[src/rtl/sq_sum_bcd.sv]
`default_nettype none
// ============================================================================
//  Module      : sq_sum_bcd
//  Description : Accumulates FRAME consecutive 6-bit squares into a saturating
//                12-bit sum. The sum is then converted to 4-digit BCD with a
//                sequential shift-add-3 (double-dabble) engine, and the result
//                is held for a consumer under a valid/ready handshake.
//
//  Ports
//    clk        in   rising-edge clock
//    rst_n      in   asynchronous active-low reset
//    sq_in      in   [5:0]  unsigned square from the squarer stage
//    sq_valid   in   sq_in is valid this cycle
//    sq_ready   out  block can accept a square this cycle
//    sum_out    out  [11:0] binary frame sum, saturated at 4095
//    bcd_out    out  [15:0] sum_out as BCD; [15:12] thousands, [3:0] units
//    ovf        out  frame sum exceeded 4095 (sum_out saturated)
//    out_valid  out  sum_out / bcd_out / ovf are valid and stable
//    out_ready  in   consumer takes the result this cycle
//
//  Revision    : 1.0  initial release
// ============================================================================
module sq_sum_bcd #(
    parameter int FRAME = 8            // squares per result, 1..255
) (
    input  logic        clk,
    input  logic        rst_n,
    input  logic [5:0]  sq_in,
    input  logic        sq_valid,
    output logic        sq_ready,
    output logic [11:0] sum_out,
    output logic [15:0] bcd_out,
    output logic        ovf,
    output logic        out_valid,
    input  logic        out_ready
);

    localparam logic [1:0] c_ACCUM   = 2'd0;
    localparam logic [1:0] c_CONVERT = 2'd1;
    localparam logic [1:0] c_HOLD    = 2'd2;

    localparam logic [7:0] c_LAST      = 8'(FRAME - 1);
    localparam logic [3:0] c_LAST_STEP = 4'd11;   // 12 steps: 0..11

    logic [1:0]  r_state;
    logic [1:0]  w_state_next;
    logic        w_sq_ready;

    logic [12:0] r_acc;
    logic [7:0]  r_cnt;
    logic        r_ovf_int;
    logic [3:0]  r_step;
    logic [27:0] r_shift;          // {bcd[15:0], bin[11:0]}
    logic [11:0] r_sum_out;
    logic [15:0] r_bcd_out;
    logic        r_ovf;
    logic        r_out_valid;

    logic        w_accept;
    logic        w_final;
    logic [12:0] w_sum;
    logic [11:0] w_sat;
    logic [15:0] w_bcd_adj;
    logic [27:0] w_shift_next;

    // ------------------------------------------------------------------
    // FSM: state register
    // ------------------------------------------------------------------
    always_ff @(posedge clk or negedge rst_n) begin
        if (!rst_n) begin
            r_state <= c_ACCUM;
        end else begin
            r_state <= w_state_next;
        end
    end

    // ------------------------------------------------------------------
    // FSM: next-state logic
    // ------------------------------------------------------------------
    always_comb begin
        w_state_next = r_state;
        case (r_state)
            c_ACCUM:   if (w_final)                    w_state_next = c_CONVERT;
            c_CONVERT: if (r_step == c_LAST_STEP)      w_state_next = c_HOLD;
            c_HOLD:    if (r_out_valid && out_ready)   w_state_next = c_ACCUM;
            default:                                   w_state_next = c_ACCUM;
        endcase
    end

    // ------------------------------------------------------------------
    // FSM: output decode (registered state only, no input paths)
    // ------------------------------------------------------------------
    always_comb begin
        w_sq_ready = 1'b0;
        if (r_state == c_ACCUM) begin
            w_sq_ready = 1'b1;
        end
    end

    assign sq_ready = w_sq_ready;

    // ------------------------------------------------------------------
    // Accumulate with saturation. r_acc never exceeds 4095, so the
    // 13-bit sum cannot wrap and bit 12 flags a true overflow.
    // ------------------------------------------------------------------
    assign w_accept = sq_valid && w_sq_ready;
    assign w_final  = w_accept && (r_cnt == c_LAST);
    assign w_sum    = r_acc + {7'd0, sq_in};
    assign w_sat    = w_sum[12] ? 12'hFFF : w_sum[11:0];

    // ------------------------------------------------------------------
    // Double-dabble step: add 3 to every BCD digit >= 5, then shift the
    // whole {bcd, bin} register left by one.
    // ------------------------------------------------------------------
    for (genvar gi = 0; gi < 4; gi++) begin : g_digit
        logic [3:0] w_d;
        assign w_d = r_shift[12 + 4*gi +: 4];
        assign w_bcd_adj[4*gi +: 4] = (w_d >= 4'd5) ? (w_d + 4'd3) : w_d;
    end

    assign w_shift_next = {w_bcd_adj[14:0], r_shift[11:0], 1'b0};

    // ------------------------------------------------------------------
    // Datapath registers
    // ------------------------------------------------------------------
    always_ff @(posedge clk or negedge rst_n) begin
        if (!rst_n) begin
            r_acc       <= 13'd0;
            r_cnt       <= 8'd0;
            r_ovf_int   <= 1'b0;
            r_step      <= 4'd0;
            r_shift     <= 28'd0;
            r_sum_out   <= 12'd0;
            r_bcd_out   <= 16'd0;
            r_ovf       <= 1'b0;
            r_out_valid <= 1'b0;
        end else begin
            case (r_state)
                c_ACCUM: begin
                    if (w_accept) begin
                        r_acc     <= {1'b0, w_sat};
                        r_ovf_int <= r_ovf_int | w_sum[12];
                        r_cnt     <= r_cnt + 8'd1;
                        if (w_final) begin
                            r_sum_out <= w_sat;
                            r_shift   <= {16'd0, w_sat};
                            r_cnt     <= 8'd0;
                            r_step    <= 4'd0;
                        end
                    end
                end
                c_CONVERT: begin
                    r_shift <= w_shift_next;
                    r_step  <= r_step + 4'd1;
                    if (r_step == c_LAST_STEP) begin
                        r_bcd_out   <= w_shift_next[27:12];
                        r_ovf       <= r_ovf_int;
                        r_out_valid <= 1'b1;
                        r_step      <= 4'd0;
                    end
                end
                c_HOLD: begin
                    // Held results stay put; new squares are ignored here.
                    if (r_out_valid && out_ready) begin
                        r_out_valid <= 1'b0;
                        r_acc       <= 13'd0;
                        r_cnt       <= 8'd0;
                        r_ovf_int   <= 1'b0;
                    end
                end
                default: begin
                    r_out_valid <= 1'b0;
                end
            endcase
        end
    end

    assign sum_out   = r_sum_out;
    assign bcd_out   = r_bcd_out;
    assign ovf       = r_ovf;
    assign out_valid = r_out_valid;

endmodule
`default_nettype wire
[config.mk]
export PLATFORM = sky130hd
export DESIGN_NAME = sq_sum_bcd
export DESIGN_NICKNAME = d
export VERILOG_FILES = /design/src/rtl/sq_sum_bcd.sv
export SDC_FILE = /design/constraint.sdc
export NUM_CORES = 1
export LEC_CHECK = 0
export CAP_MARGIN = 20
export CORE_MARGIN = 5
export CORE_UTILIZATION = 40
export DETAILED_ROUTE_END_ITERATION = 8
export GPL_TIMING_DRIVEN = 0
export PLACE_DENSITY = 0.69
export SLEW_MARGIN = 5
export SYNTH_ARGS = -nofsm -noshare
export SYNTH_HDL_FRONTEND = slang
export SYNTH_SLANG_ARGS = --single-unit
[constraint.sdc]
create_clock -name clk -period 2.9 [get_ports clk]
set_clock_uncertainty 0.05 [all_clocks]
set_input_delay 0.87 -clock clk [delete_from_list [all_inputs] [get_ports clk]]
set_output_delay 0.87 -clock clk [all_outputs]
set_load 0.01 [all_outputs]
## After elaboration in Yosys (flattened, before gate mapping)

Cells that the tools add are included.

- Output and inout bits: 31
- Latch bits: 0
- Bits of input ports: 10
- Word-level logic and storage cells: 72
- Memory bits (writable): 0
- Register bits: 86
- Bits in read-only memories: 0
- Memories: 0

- Add/subtract/negate cells: 7
- Multiply operators: 0
- Shifts and indexed selects: 0
- Equal/unequal tests: 8
- Bitwise operators: 2
- Muxes and demuxes: 29
- Div/mod/pow operators: 0
- $lt $le $gt $ge: 4
- Reductions and logical operators: 12

Operators with widths:

| operator | number |
|---|---|
| $mux 28 | 2 |
| $pmux 28 s2 | 1 |
| $mux 13 | 2 |
| $pmux 13 s2 | 1 |
| $mux 4 | 6 |
| $mux 8 | 3 |
| $ge 4x3->1 const B | 4 |
| $pmux 8 s2 | 1 |
| $reduce_and 3->1 | 5 |
| $add 13x6->13 | 1 |
| $add 4x2->4 const B | 3 |
| $mux 12 | 1 |
| $add 8x1->8 const B | 1 |
| $eq 8x3->1 const B | 1 |
| $ne 2x2->1 const B | 4 |
| $pmux 4 s2 | 1 |
| $mux 2 | 3 |
| $pmux 2 s3 | 1 |
| $add 4x1->4 const B | 1 |
| $eq 4x4->1 const B | 1 |
| $mux 1 | 4 |
| $reduce_bool 2->1 | 2 |
| $add 3x2->3 const B | 1 |
| $logic_and 1x1->1 | 3 |
| other kinds (9) | 9 |

## Logic depth before layout (Yosys ltp)

- Depth in word-level cells: 7
- Mapped depth: 8

## Worst setup path after synthesis

OpenSTA, ideal clock, no wires.

- Path kind: in2reg
- From: input sq_in[0]
- To: register r_shift[3]
- Arrival: 2.564 ns
- Cell stages on the path: 7
- Data required time: 2.729 ns
- Library setup time: 0.121 ns
- Setup slack: 0.165 ns
- Cells stage by stage: ha_1 fa_1 a21oi_1 o211ai_2 and2_1 or3_1 a22o_1

- Cells in the longest elaborated chain, start to end: 5

RTL lines:

| what | RTL line | text |
|---|---|---|
| from (decl) | 28 | `input logic [5:0] sq_in,` |
| $add 13x6->13 | 108 | `assign w_sum = r_acc + {7'd0, sq_in};` |
| $mux 12 | 109 | `assign w_sat = w_sum[12] ? 12'hFFF : w_sum[11:0];` |
| $mux 28 | 144 | `if (w_final) begin` |
| $mux 28 | 140 | `if (w_accept) begin` |
| $pmux 28 s2 | 138 | `case (r_state)` |
| to (signal assigned) | 146 | `r_shift <= {16'd0, w_sat};` |
| to (signal assigned) | 153 | `r_shift <= w_shift_next;` |
| to (decl) | 53 | `logic [27:0] r_shift;` |

No other way between the ends. The select of a mux whose other input is x is not followed.
A chain may end at the register's enable or synchronous reset.

## Final worst setup path

Same ends and word-level chain as after synthesis.

==> impl_metrics.prom <==
# TYPE chip_impl_metric gauge
chip_impl_metric{name="min_path_cells",unit=""} 2
chip_impl_info{name="holdCritPathClass",value="register to register"} 1
chip_impl_metric{name="synth_sequential_area_ratio",unit=""} 0.497
chip_impl_info{name="most-common-layout-cells",value="dfrtp_1, nand2_1, nor2_1"} 1
chip_impl_metric{name="synth_top_area_share",unit=""} 0.497
chip_impl_info{name="status",value="completed"} 1
chip_impl_metric{name="met1Wirelength",unit="um"} 4550
chip_impl_metric{name="synth_fp_nets",unit=""} 478
chip_impl_metric{name="antenna_found_initial",unit=""} 0
chip_impl_metric{name="wirelength",unit="um"} 10000
chip_impl_metric{name="synth-edff-count",unit=""} 0
chip_impl_metric{name="ant_nets",unit=""} 0
chip_impl_metric{name="clk_pin_slew_worst_paths",unit="ps"} 80
chip_impl_metric{name="die_width",unit="um"} 113
chip_impl_info{name="grt_setup_unrepaired",value="false"} 1
chip_impl_metric{name="r2r_setup_slack",unit="ps"} 590
chip_impl_metric{name="drt-vias-per-instance",unit=""} 5.44
chip_impl_metric{name="max_freq",unit="GHz"} 0.350
chip_impl_info{name="post_synth_main_area_contributors",value="dfrtp_1, nand2_1, ha_1, o21ai_1, nor2_1"} 1
chip_impl_info{name="tritoncts",value="done"} 1
chip_impl_metric{name="timing.critical_path.arrival",unit="ps"} 3060
chip_impl_metric{name="final_core_utilization",unit=""} 0.489
chip_impl_metric{name="async_flop_share",unit=""} 1.00
chip_impl_metric{name="timing.slew.headroom",unit=""} 0.586
chip_impl_metric{name="max-vdd-ir-drop",unit="mV"} 0.525
chip_impl_metric{name="grt_max_degree",unit=""} 49
chip_impl_metric{name="postCtsHoldBufs",unit=""} 0
chip_impl_metric{name="grt_pass1_vias",unit=""} 3534
chip_impl_metric{name="globalRoute.totalOverflow",unit=""} 0
chip_impl_metric{name="fin_crit",unit="ps"} 2860
chip_impl_metric{name="grt_pass1_wl",unit="um"} 17300
chip_impl_metric{name="route.met2.wl",unit="um"} 5040
chip_impl_metric{name="cts_setup_buffers",unit=""} 0
chip_impl_info{name="startpoint_kind_of_the_worst_setup_timing_path",value="input pin"} 1
chip_impl_metric{name="clock_sinks",unit=""} 85
chip_impl_info{name="worstSetupStartpoint",value="sq_in[0]"} 1
chip_impl_metric{name="dieHeight",unit="um"} 113
chip_impl_metric{name="finalInstanceArea",unit="mm2"} 0.00507
chip_impl_metric{name="dp_worst_setup_slack",unit="ps"} -497
chip_impl_metric{name="gate_count_after_technology_mapping",unit=""} 451
chip_impl_metric{name="finalSetupViolations",unit=""} 0
chip_impl_metric{name="post-route-period-util",unit=""} 0.985
chip_impl_metric{name="yosys.cell_types.count",unit=""} 56
chip_impl_info{name="cts_root_buf",value="clkbuf_8"} 1
chip_impl_metric{name="gr-usage-all-layers",unit=""} 0.166
chip_impl_metric{name="synth.ff_latch_count",unit=""} 85
chip_impl_metric{name="area_delta_synth_final",unit="%"} 18.6
chip_impl_metric{name="timing.final.max_slew_violations",unit=""} 0
chip_impl_metric{name="antenna_cells",unit=""} 0
chip_impl_info{name="predominant_post_synthesis_flop_cell",value="dfrtp_1"} 1
chip_impl_metric{name="route.vias.total",unit=""} 3501
chip_impl_metric{name="yosysWarnings",unit=""} 0
chip_impl_metric{name="route.met3.wl",unit="um"} 391
chip_impl_metric{name="drt_first_iter_violations",unit=""} 157
chip_impl_info{name="critPathKind",value="input pin to register"} 1
chip_impl_metric{name="timing_worst_slew_pin_value",unit="ps"} 620
chip_impl_info{name="timing.critical_path.to_type",value="register"} 1
chip_impl_metric{name="fin_total_pwr",unit="uW"} 4760
chip_impl_metric{name="mappedNetlistArea",unit="mm2"} 0.00428
chip_impl_metric{name="total_leakage_power",unit="uW"} 0.00223
chip_impl_metric{name="insertion_delay",unit="ps"} 360
chip_impl_metric{name="cts_htree_levels",unit=""} 3
chip_impl_metric{name="cts_inserted_buffers",unit=""} 9
chip_impl_metric{name="fp.coreArea",unit="mm2"} 0.0104
chip_impl_metric{name="rr_worst_depth",unit=""} 7
chip_impl_metric{name="initial_cell_density_of_the_core",unit=""} 0.413
chip_impl_metric{name="floorplan.io_pins",unit=""} 41
chip_impl_info{name="hold_path_startpoint",value="ovf"} 1
chip_impl_metric{name="drt-wirelength-per-cell",unit="um"} 15.6
chip_impl_metric{name="nets",unit=""} 530
chip_impl_metric{name="hold_violations_final",unit=""} 0
chip_impl_metric{name="fp.dieArea",unit="mm2"} 0.0129
chip_impl_info{name="top_layer_used",value="met4"} 1
chip_impl_info{name="r2r-end",value="r_shift[3]"} 1
chip_impl_metric{name="placementRows",unit=""} 37
chip_impl_metric{name="routabilityCongestion",unit=""} 0.873
chip_impl_metric{name="drc",unit=""} 0
chip_impl_info{name="min_to",value="ovf"} 1
chip_impl_metric{name="placement.io_buffers",unit=""} 40
chip_impl_metric{name="critical_path_peak_fanout",unit=""} 7
chip_impl_metric{name="clock_tree.buffer_depth",unit=""} 2
chip_impl_metric{name="detailedPlacementHpwl",unit="um"} 7180
chip_impl_metric{name="fin_worst_setup_slack",unit="ps"} 42.6
chip_impl_metric{name="layout_cells_sized_above_1",unit=""} 0.0945
chip_impl_info{name="worst_r2r_startpoint",value="r_acc[0]"} 1
chip_impl_metric{name="power-per-cell-area",unit="mW/mm2"} 939
chip_impl_metric{name="syn_avg_cell_area",unit="um2"} 9.49
chip_impl_metric{name="drt_pre_antenna_iters",unit=""} 4
chip_impl_info{name="final_common_cell",value="dfrtp_1"} 1
chip_impl_info{name="yosys.area.top_type",value="dfrtp_1"} 1
chip_impl_metric{name="max-cap-violations",unit=""} 0
chip_impl_metric{name="place_area",unit="mm2"} 0.00487
chip_impl_metric{name="critical_path_required",unit="ps"} 3100
## worst max-delay path, stage by stage
cell             delay [ps]
clkdlybuf4s50_1         410
ha_1                    240
fa_2                    370
a21oi_2                 220
o211ai_4                140
and2_1                  180
or3_1                   420
a22o_1                  200
## state kept, by name, indices dropped and copies added (netlist names)
name	flops
ovf	1
r_state	2
r_cnt	8
bcd_out	16
r_shift	28
r_acc	12
out_valid	1
r_ovf_int	1
sum_out	12
r_step	4
## metal layers
metal  vias up  GRT usage
li1       1686          -
met1      1739      0.216
met2        71      0.282
met3         5     0.0430
met4         0     0.0345
met5         -          0
## synth_stat cells (2+ instances only)
cell      number
nor2b_1        4
a31oi_1        7
o21ai_1       38
mux2i_1        2
xor2_1         6
nand2b_1       6
nand2_1       61
nand3_1       15
nor2_1        40
clkbuf_1       8
buf_6          2
nand3b_1       3
nand4_1        3
and2_1         2
o31ai_1        5
o21bai_1       3
or3_1          6
buf_4          2
nor3_1        12
inv_1         12
o21a_1         4
a21oi_1       27
ha_1          16
xnor2_1        8
mux2_2         3
buf_2          8
a21o_1         5
a211o_1        2
o21ai_0       12
a21oi_2        2
nor3_2         2
and3_1         5
o22ai_1        5
nor3b_1        3
dfrtp_1       85
a22o_1         7
## worst max-delay path by stage
stage / to / slack [ps]
floorplan: r_shift[3] / 160
global placement: r_acc[2] / -2190
detailed placement: r_shift[1] / -500
CTS: r_shift[3] / 3
global route: r_shift[9] / 30
finish: r_shift[3] / 40
## stage by stage
step	std cells	TNS, ps	hold slack (ps)
floorplan	451	0	399
global placement	627	-195340	412
detailed placement	628	-10840	416
CTS	644	0	437
global route	644	0	458
finish	644	0	435
## power by group
part	switching, uW	total [uW]	internal (uW)
sequential	304	1860	1560
combinational	1190	2100	913
clock	436	799	363
total	1930	4760	2830
## cells by family (layout without fill, tap and decap cells)
group | count (synthesis) | in the layout | synth area share
multiplexers | 5 | 5 | 0.0126
buffers and inverters | 34 | 91 | 0.0374
XOR/XNOR | 14 | 14 | 0.0286
AND/OR/NAND/NOR | 170 | 170 | 0.194
adder cells (fa/ha/maj) | 17 | 17 | 0.0514
flip-flops | 85 | 85 | 0.497
AO/OA/AOI/OAI | 126 | 126 | 0.179
## cell type report
class | instances | area [um2]
clock inverters | 4 | 31.3
inverters | 13 | 48.8
flip-flops and latches | 85 | 2130
multi-input cells | 332 | 2010
repair buffers | 41 | 418
well taps | 136 | 170
fillers | 986 | 5300
clock buffers | 12 | 155
plain buffers | 21 | 111
## repair_timing
| item | 4_1_cts | 5_1_grt |
|---|---|---|
| resized for setup | 3 | 1 |
| pin swaps | 1 | 1 |
| endpoints found under the setup margin | 14 | 4 |
No activity file was read; power rests on OpenSTA's default activity.
==> RTL change (same settings) <==
Set the parameter `FRAME` to 6 (it was 8).
--- a/src/rtl/sq_sum_bcd.sv
+++ b/src/rtl/sq_sum_bcd.sv
@@ -23,3 +23,3 @@
 module sq_sum_bcd #(
-    parameter int FRAME = 8            // squares per result, 1..255
+    parameter int FRAME = 6            // squares per result, 1..255
 ) (
Behaviour: not the same (Yosys sat finds a counterexample within 10 cycles, from zero or initial values and one cycle with rst_n low).
==> RTL change against the unedited design <==
- sequential power is 5% higher
- register-to-register slack got worse by 0.11 ns
- routed wire length shrank 1.8%
- setup slack worse by 0.0040 ns
- sequential cell count is the same
- total power is 7.4% higher
- core utilization grew 0.37 points
- synthesized area is 2.6% lower
- design area decreased by 0.59%
- die area down 2.3%
- largest cell class unchanged
- largest power group unchanged
==> RTL change: results (changes against the unedited design) <==
metric;value;unit;change
reg2reg_slack;0.48;ns;-0.11 ns
layout.nets;531;;+0.19%
ys_top_cells_by_area;dfrtp_1, o21ai_0, nand2_1, ha_1, nor2_1;;
cp-endpoint;r_shift[2]$_DFFE_PN0P_;;
power.switching;0.002010;W;+4.2%
met3WireLength;445;um;+14%
synth_xor_area_share;3.570;%;+0.71 points
startpoint;sq_in[0];;
grt_max_degree;56;;+14%
globalplace.congestion;0.8948;;+2.5%
post_route_cells_drive_above_1_share;7.283;%;-2.2 points
crit_fanout;3;;-4
routed_wl;9.860;mm;-1.8%
critPathArrivalTime;3.05;ns;about the same
seq_area_frac_synth;51.01;%;+1.3 points
route.met2.wl;4.763;mm;-5.6%
drt_iter0_drc;162;;+3.2%
vias_per_cell;5.328;;-2.0%
worstMarginPinSlew;0.7310;ns;+0.1107 ns
rr_worst_depth;8;;+1
drt-pass1-iter-count;5;;+1
grt_pass1_wl;16.70;mm;-3.5%
r2r_end;r_shift[23]$_DFFE_PN0P_;;
hpwl;7.138;mm;-0.62%
synth_common_cells;dfrtp_1, nand2_1, o21ai_0;;
outcome;finished, final reports clean;;
drt-met1-wl;4.518;mm;-0.73%
synth_adder_area_share;5.581;%;+0.44 points
vdd_drop_max;521.8;uV;-0.60%
hold_class;input pin to asynchronous set/reset pin;;
ys_types;43;;-23%
min_period;2.861;ns;+0.004031 ns
post_dp_cell_area;4766;sq um;-2.1%
rr_startpoint;r_cnt[1]$_DFFE_PN0P_;;
-- RTL change: per-stage QoR --
step	util, %	hold WS [ns]	power, W	setup TNS [ns]	cells
final	49.31	0.3942	0.005114	0	644
after global routing	49.31	0.4146	0.005524	0	644
after CTS	49.13	0.4033	0.005127	0	644
after detailed placement	46.58	0.4193	0.004111	-20.29	627
after global placement	46.34	0.4112	0.004009	-200.36	626
after floorplan	-	0.3995	0.003317	0	450
-- RTL change: timing repair --
item | in CTS | in global routing
pin swaps | 2 | 1
buffers inserted | 1 | 0
endpoints found under the setup margin | 25 | 32
resized for setup | 3 | 6
hold buffers | 0 | 0
-- RTL change: worst max-delay path: stages --
cell	delay, ns
clkdlybuf4s50_1	0.42
ha_2	0.21
fa_2	0.35
a21o_1	0.21
a221oi_4	0.25
nor3_1	0.12
or3_1	0.42
a22o_1	0.21
-- RTL change: area by class of cell --
class | count | area (sq um)
fill | 952 | 5186
inverter | 14 | 52.55
sequential | 85 | 2127
timing repair buffer | 42 | 432.9
tap | 136 | 170.2
clock inverter | 5 | 82.58
clock buffer | 11 | 151.4
buffer | 18 | 77.57
multi-input combinational | 333 | 1951
-- RTL change: power by group through the flow --
stage	clock network [W]	registers, W	logic, W
after floorplan	0	0.00195	0.00137
after global placement	0	0.00194	0.00207
after detailed placement	0	0.00197	0.00215
after CTS	0.000988	0.00194	0.00220
after global routing	0.00104	0.00200	0.00247
final	0.000967	0.00195	0.00220
-- RTL change: kinds of logic after synthesis --
logic type,after synthesis
buf+inv,32
fa+ha+maj,18
flops,85
compound gates,121
simple gates,171
xor+xnor,17
mux,6
-- RTL change: metal layers --
layer / GRT usage [%] / vias up
li1: - / 1676
met1: 20.61 / 1671
met2: 27.49 / 74
met3: 4.313 / 10
met4: 4.006 / 0
met5: 0 / -
